**config.mk**
```make
export PLATFORM = sky130hd
export DESIGN_NAME = nonce_result_collector
export DESIGN_NICKNAME = d
export VERILOG_FILES = /design/src/rtl/miner_result_pkg.sv /design/src/rtl/lowest_set_encoder.sv /design/src/rtl/nonce_result_collector.sv
export SDC_FILE = /design/constraint.sdc
export NUM_CORES = 1
export LEC_CHECK = 0
export BUFFER_PORTS_ARGS = -buffer_cell sky130_fd_sc_hd__buf_2
export CAP_MARGIN = 20
export CELL_PAD_IN_SITES_DETAIL_PLACEMENT = 1
export CELL_PAD_IN_SITES_GLOBAL_PLACEMENT = 1
export CORE_MARGIN = 2
export CORE_UTILIZATION = 42
export DETAILED_ROUTE_END_ITERATION = 12
export PLACE_DENSITY_LB_ADDON = 0.1
export SLEW_MARGIN = 10
export SYNTH_ARGS = -nofsm -noshare
export SYNTH_HDL_FRONTEND = slang
export SYNTH_SLANG_ARGS = --single-unit
```
**constraint.sdc**
```tcl
create_clock -name clk -period 2.3 [get_ports clk]
set_input_delay 0.115 -clock clk [delete_from_list [all_inputs] [get_ports clk]]
set_output_delay 0.115 -clock clk [all_outputs]
set_load 0.02 [all_outputs]
```
**src/rtl/miner_result_pkg.sv**
```systemverilog
// Shared types and helpers for the miner result path.
package miner_result_pkg;

    localparam int unsigned NONCE_W = 32;

    typedef logic [NONCE_W-1:0] nonce_t;

    // Index width for n items, never narrower than one bit.
    function automatic int unsigned idx_width(input int unsigned n);
        int unsigned w;
        w = $clog2(n);
        return (w < 1) ? 1 : w;
    endfunction

endpackage

```
**src/rtl/lowest_set_encoder.sv**
```systemverilog
// Combinational priority encoder: index of the lowest set bit plus any/multi flags.
module lowest_set_encoder
    import miner_result_pkg::*;
#(
    parameter int unsigned N = 4,
    parameter int unsigned W = idx_width(N)
) (
    input  logic [N-1:0] bits_i,
    output logic [W-1:0] idx_o,
    output logic         any_o,
    output logic         multi_o
);

    logic seen;

    always_comb begin
        idx_o   = '0;
        any_o   = 1'b0;
        multi_o = 1'b0;
        seen    = 1'b0;
        // Descending scan so the lowest set bit is the last one written.
        for (int i = N - 1; i >= 0; i--) begin
            if (bits_i[i]) begin
                idx_o = W'(i);
            end
        end
        for (int i = 0; i < N; i++) begin
            if (bits_i[i]) begin
                if (seen) begin
                    multi_o = 1'b1;
                end
                seen  = 1'b1;
                any_o = 1'b1;
            end
        end
    end

endmodule

```
**src/rtl/nonce_result_collector.sv**
```systemverilog
// Collects lockstep core hits, rebuilds the winning nonce and offers it over valid/ready.
// Optional hit_count output enabled by NONCE_RESULT_HIT_COUNT_EN.
module nonce_result_collector #(
    parameter int unsigned NUM_CORES = 4,
    parameter int unsigned NONCE_W   = miner_result_pkg::NONCE_W
) (
    input  logic                                                   clk,
    input  logic                                                   rst,
    input  logic [NUM_CORES-1:0]                                   core_valid,
    input  logic [NUM_CORES-1:0]                                   core_newblock,
    input  logic [NUM_CORES-1:0]                                   core_success,
    input  logic [NUM_CORES*miner_result_pkg::idx_width(NUM_CORES)-1:0] core_prefix,
    output logic                                                   result_valid,
    input  logic                                                   result_ready,
    output logic [NONCE_W-1:0]                                     result_nonce,
    output logic                                                   result_multi,
    output logic                                                   overflow,
    output logic                                                   exhausted,
    output logic                                                   lockstep_err
`ifdef NONCE_RESULT_HIT_COUNT_EN
   ,output logic [15:0]                                            hit_count
`endif
);

    localparam int unsigned IDX_W = miner_result_pkg::idx_width(NUM_CORES);
    localparam int unsigned CNT_W = NONCE_W - IDX_W;

    logic                 iter, nb, hit, xfer;
    logic [CNT_W-1:0]     iter_q, iter_d, used_cnt;
    logic                 valid_q, valid_d, multi_q, multi_d;
    logic                 ovf_q, ovf_d, exh_q, exh_d, lock_q, lock_d;
    logic [NONCE_W-1:0]   nonce_q, nonce_d;
    logic [NUM_CORES-1:0] succ;
    logic [IDX_W-1:0]     win_idx, win_prefix;
    logic                 succ_any, succ_multi;

    assign iter     = core_valid[0];
    assign nb       = iter & core_newblock[0];
    assign used_cnt = nb ? '0 : iter_q;
    assign succ     = iter ? core_success : '0;
    assign hit      = iter & succ_any;
    assign xfer     = valid_q & result_ready;

    lowest_set_encoder #(
        .N (NUM_CORES),
        .W (IDX_W)
    ) u_enc (
        .bits_i  (succ),
        .idx_o   (win_idx),
        .any_o   (succ_any),
        .multi_o (succ_multi)
    );

    always_comb begin
        win_prefix = '0;
        for (int i = 0; i < NUM_CORES; i++) begin
            if (win_idx == IDX_W'(i)) begin
                win_prefix = core_prefix[i*IDX_W +: IDX_W];
            end
        end
    end

    always_comb begin
        iter_d = iter_q;
        exh_d  = 1'b0;
        lock_d = lock_q;
        if (iter) begin
            iter_d = used_cnt + CNT_W'(1);
            exh_d  = &used_cnt;
        end
        if ((|core_valid) && !(&core_valid)) begin
            lock_d = 1'b1;
        end
        if (iter && (|core_newblock) && !(&core_newblock)) begin
            lock_d = 1'b1;
        end
    end

    // Order matters: transfer and newblock flush empty the slot before the hit decides.
    always_comb begin
        valid_d = valid_q;
        nonce_d = nonce_q;
        multi_d = multi_q;
        ovf_d   = ovf_q;
        if (xfer) begin
            valid_d = 1'b0;
        end
        if (nb) begin
            valid_d = 1'b0;
            ovf_d   = 1'b0;
        end
        if (hit) begin
            if (valid_d) begin
                ovf_d = 1'b1;
            end else begin
                valid_d = 1'b1;
                nonce_d = {used_cnt, win_prefix};
                multi_d = succ_multi;
            end
        end
    end

    always_ff @(posedge clk or negedge rst) begin
        if (!rst) begin
            iter_q  <= '0;
            valid_q <= 1'b0;
            nonce_q <= '0;
            multi_q <= 1'b0;
            ovf_q   <= 1'b0;
            exh_q   <= 1'b0;
            lock_q  <= 1'b0;
        end else begin
            iter_q  <= iter_d;
            valid_q <= valid_d;
            nonce_q <= nonce_d;
            multi_q <= multi_d;
            ovf_q   <= ovf_d;
            exh_q   <= exh_d;
            lock_q  <= lock_d;
        end
    end

    assign result_valid = valid_q;
    assign result_nonce = nonce_q;
    assign result_multi = multi_q;
    assign overflow     = ovf_q;
    assign exhausted    = exh_q;
    assign lockstep_err = lock_q;

`ifdef NONCE_RESULT_HIT_COUNT_EN
    logic [15:0] hc_q, hc_d;

    always_comb begin
        hc_d = hc_q;
        if (nb) begin
            hc_d = '0;
        end
        if (hit && (hc_d != 16'hFFFF)) begin
            hc_d = hc_d + 16'd1;
        end
    end

    always_ff @(posedge clk or negedge rst) begin
        if (!rst) begin
            hc_q <= '0;
        end else begin
            hc_q <= hc_d;
        end
    end

    assign hit_count = hc_q;
`endif

endmodule

```
==> results.toml <==
[route]
m1WireLength_um = 3557
via_count = 2715
wl_met2_um = 3806
vias_per_cell = 5.282
drc = 0
firstDrtPassIters = 4
routed_wl_um = 7810
met3_length_um = 326
drtIter0Drc = 99
wl_per_cell_um = 15.19
highest_layer = "met4"
ant_nets = 0

[clock_network]
clk_pin_slew_ns = 0.06
cts_sinks = 67
htreeDepth = 3
ctsHoldBuffers = 1
cts_setup_buffers = 0
cts_resized = 0
root_buffer = "clkbuf_8"
clockBufferDepth = 2
cts_buffers = 9
cts_tree = "yes"
clock_latency_ns = 0.34

[worst_setup_path]
crit_buf_inv = 0
r2r-start = "iter_q[0]"
critPathSlowestCell = "dfrtp_1"
max_stage_delay_ns = 0.42
critical-path-top-delay-family = "simple AND/OR/NAND/NOR gates"
cp-end-kind = "flip-flop"
crit_required_ns = 2.52
cp-startpoint = "iter_q[0]"
worstPathCellList = "and2_1 > ha_1 > nand3_1 > nor4_1 > nand3_2 > or2_0 > a311o_1"
path_max_fanout = 6
cp.arrival_ns = 2.37
path_class = "reg -> reg"
start_kind = "flip-flop"
reg2reg_slack_ns = 0.15

[sta]
post-route-min-period_ns = 2.150
max_freq_mhz = 465.0
worst_pin_slew_ns = 0.7062
setup_viol = 0
fin_skew_ns = 0.007405
drv_slew = 0
rsz0062_at_grt = "no"
slew_headroom_pct = 52.92
hold_ws_ns = 0.04902
finalSetupTns_ns = 0
finalCritPeriodShare_pct = 93.49
hold_viol = 0

[outcome]
status = "finished, final reports clean"

[synth]
synthTopCellsByArea = "dfrtp_1 52%, nand2_1 9.1%, o21ai_0 5.3%"
synth_nets = 367
synth_top_cell_by_area = "dfrtp_1"
synthCells = 343
synth_seq_cells = 67
seq_area_frac_synth_pct = 51.92
synth.top_cell.area_share_pct = 51.92
synth-async-reset-ratio_pct = 100.0
syn-cell-area_um2 = 3229
synth-edff-count = 0
syn_area_per_cell_um2 = 9.415
ys_types = 45
ys.warnings.count = 0
synth_flop_cell = "dfrtp_1"

[worst_hold_path]
hold_class = "in -> reg"
hp-start = "core_valid[2]"

[floorplan]
initial_core_util_pct = 44.05
core_area_um2 = 7331
die_w_um = 91.69
die_h_um = 91.69
io_pins = 60
design.die.area_um2 = 8406
fp-row-count = 31

[final_layout]
antenna_cells = 0
layout_common_cells = "77 x nand2_1, 67 x dfrtp_1, 59 x buf_2, 34 x o21ai_0, 21 x nor2_1"
stdcell_area_um2 = 3875
fin_nets = 434
final_common_cell = "nand2_1"
final_layout_size_suffix_gt1_share_pct = 22.65
synthToLayoutAreaGrowth_pct = 19.99

[place]
place_congestion = 0.8397
place_area_um2 = 3677
port-buffer-count = 59
hpwl_um = 5621

[global_routing]
grt_util_all_layers_pct = 20.56
grt_antenna_before_repair = 0
grt_pass1_wl_um = 13660
grt_pass1_vias = 2781
grt_max_degree = 39
gr-total-overflow = 0

[flow_run]
maxCapViolations = 0

[power_and_ir_drop]
power_leakage_nw = 1.768
p_per_area_nw_per_um2 = 667.9
vdd_ir_drop_max_v = 0.0003346
where the power goes:
group	switching (mW)	total [mW]	internal, mW
combinational	0.211	0.330	0.119
sequential	0.0596	1.30	1.24
clock	0.426	0.957	0.531
Yosys cell counts, types with 2 or more instances:
library cell,n
nor2b_1,8
a311oi_1,4
nand4_1,15
and3_1,2
dfrtp_1,67
nor4_1,9
a211oi_1,2
nor3_1,3
o21ai_0,34
o31ai_1,5
mux2i_1,3
or4_1,3
inv_1,6
a311o_1,2
buf_1,2
nand3_2,2
mux2_2,4
a21oi_1,6
clkbuf_1,11
nand2_1,78
nand2b_1,3
and2_1,4
xor2_1,10
buf_6,2
and4_1,2
nand3_1,12
xnor2_1,6
nor2_1,21
tightest hold or removal path: cells and delay by family:
| family | cells | cell delay, ns |
|---|---|---|
| buffers and inverters | 1 | 0.09 |
| AND/OR/NAND/NOR | 1 | 0.04 |
| AO/OA/AOI/OAI | 1 | 0.10 |
final cells by class:
type,count,area (um^2)
Fill cell,909,3456
Sequential cell,67,1677
Multi-Input combinational cell,254,1456
Timing Repair Buffer,72,407.9
Clock buffer,14,152.6
Tap cell,99,123.9
Clock inverter,2,35.03
Inverter,6,22.52
sequential cells by signal, summed over array words and instances, names as in the netlist:
register,flops
exhausted,1
iter_q,30
lockstep_err,1
overflow,1
result_multi,1
result_nonce,32
result_valid,1
path summary, 6_finish.rpt:
path                                     to  cells past startpoint
hold / removal                 lockstep_err                      3
hold reg to reg            result_nonce[15]                      2
max in group asynchronous        iter_q[26]                      3
min in group asynchronous  result_nonce[15]                      2
setup / recovery                 iter_q[26]                      7
setup reg to reg                 iter_q[26]                      7
layer usage:
layer	GRT usage (%)	vias up
met5	0	-
met4	7.197	0
met3	5.177	8
met2	34.87	58
met1	25.45	1314
li1	-	1335
cell families (layout without fill, tap and decap cells):
family | count (synthesis) | in the layout | share of synthesized area, %
multiplexers | 7 | 7 | 2.325
flip-flops | 67 | 67 | 51.92
AND/OR/NAND/NOR | 169 | 169 | 26.46
XOR/XNOR | 16 | 16 | 4.339
AO/OA/AOI/OAI | 60 | 60 | 11.20
buffers and inverters | 22 | 94 | 3.061
adder cells (fa/ha/maj) | 2 | 2 | 0.6974
per-stage QoR:
step	std cells	total power [mW]	setup WS [ns]	utilization, %
CTS	514	2.621	0.1392	52.86
floorplan	343	1.506	0.2579	-
global route	514	2.727	0.009525	52.86
detailed placement	497	1.657	0.1728	50.16
finish	514	2.588	0.1497	52.86
global placement	497	1.645	0.2895	50.16
Power figures use the tool's default switching activity.
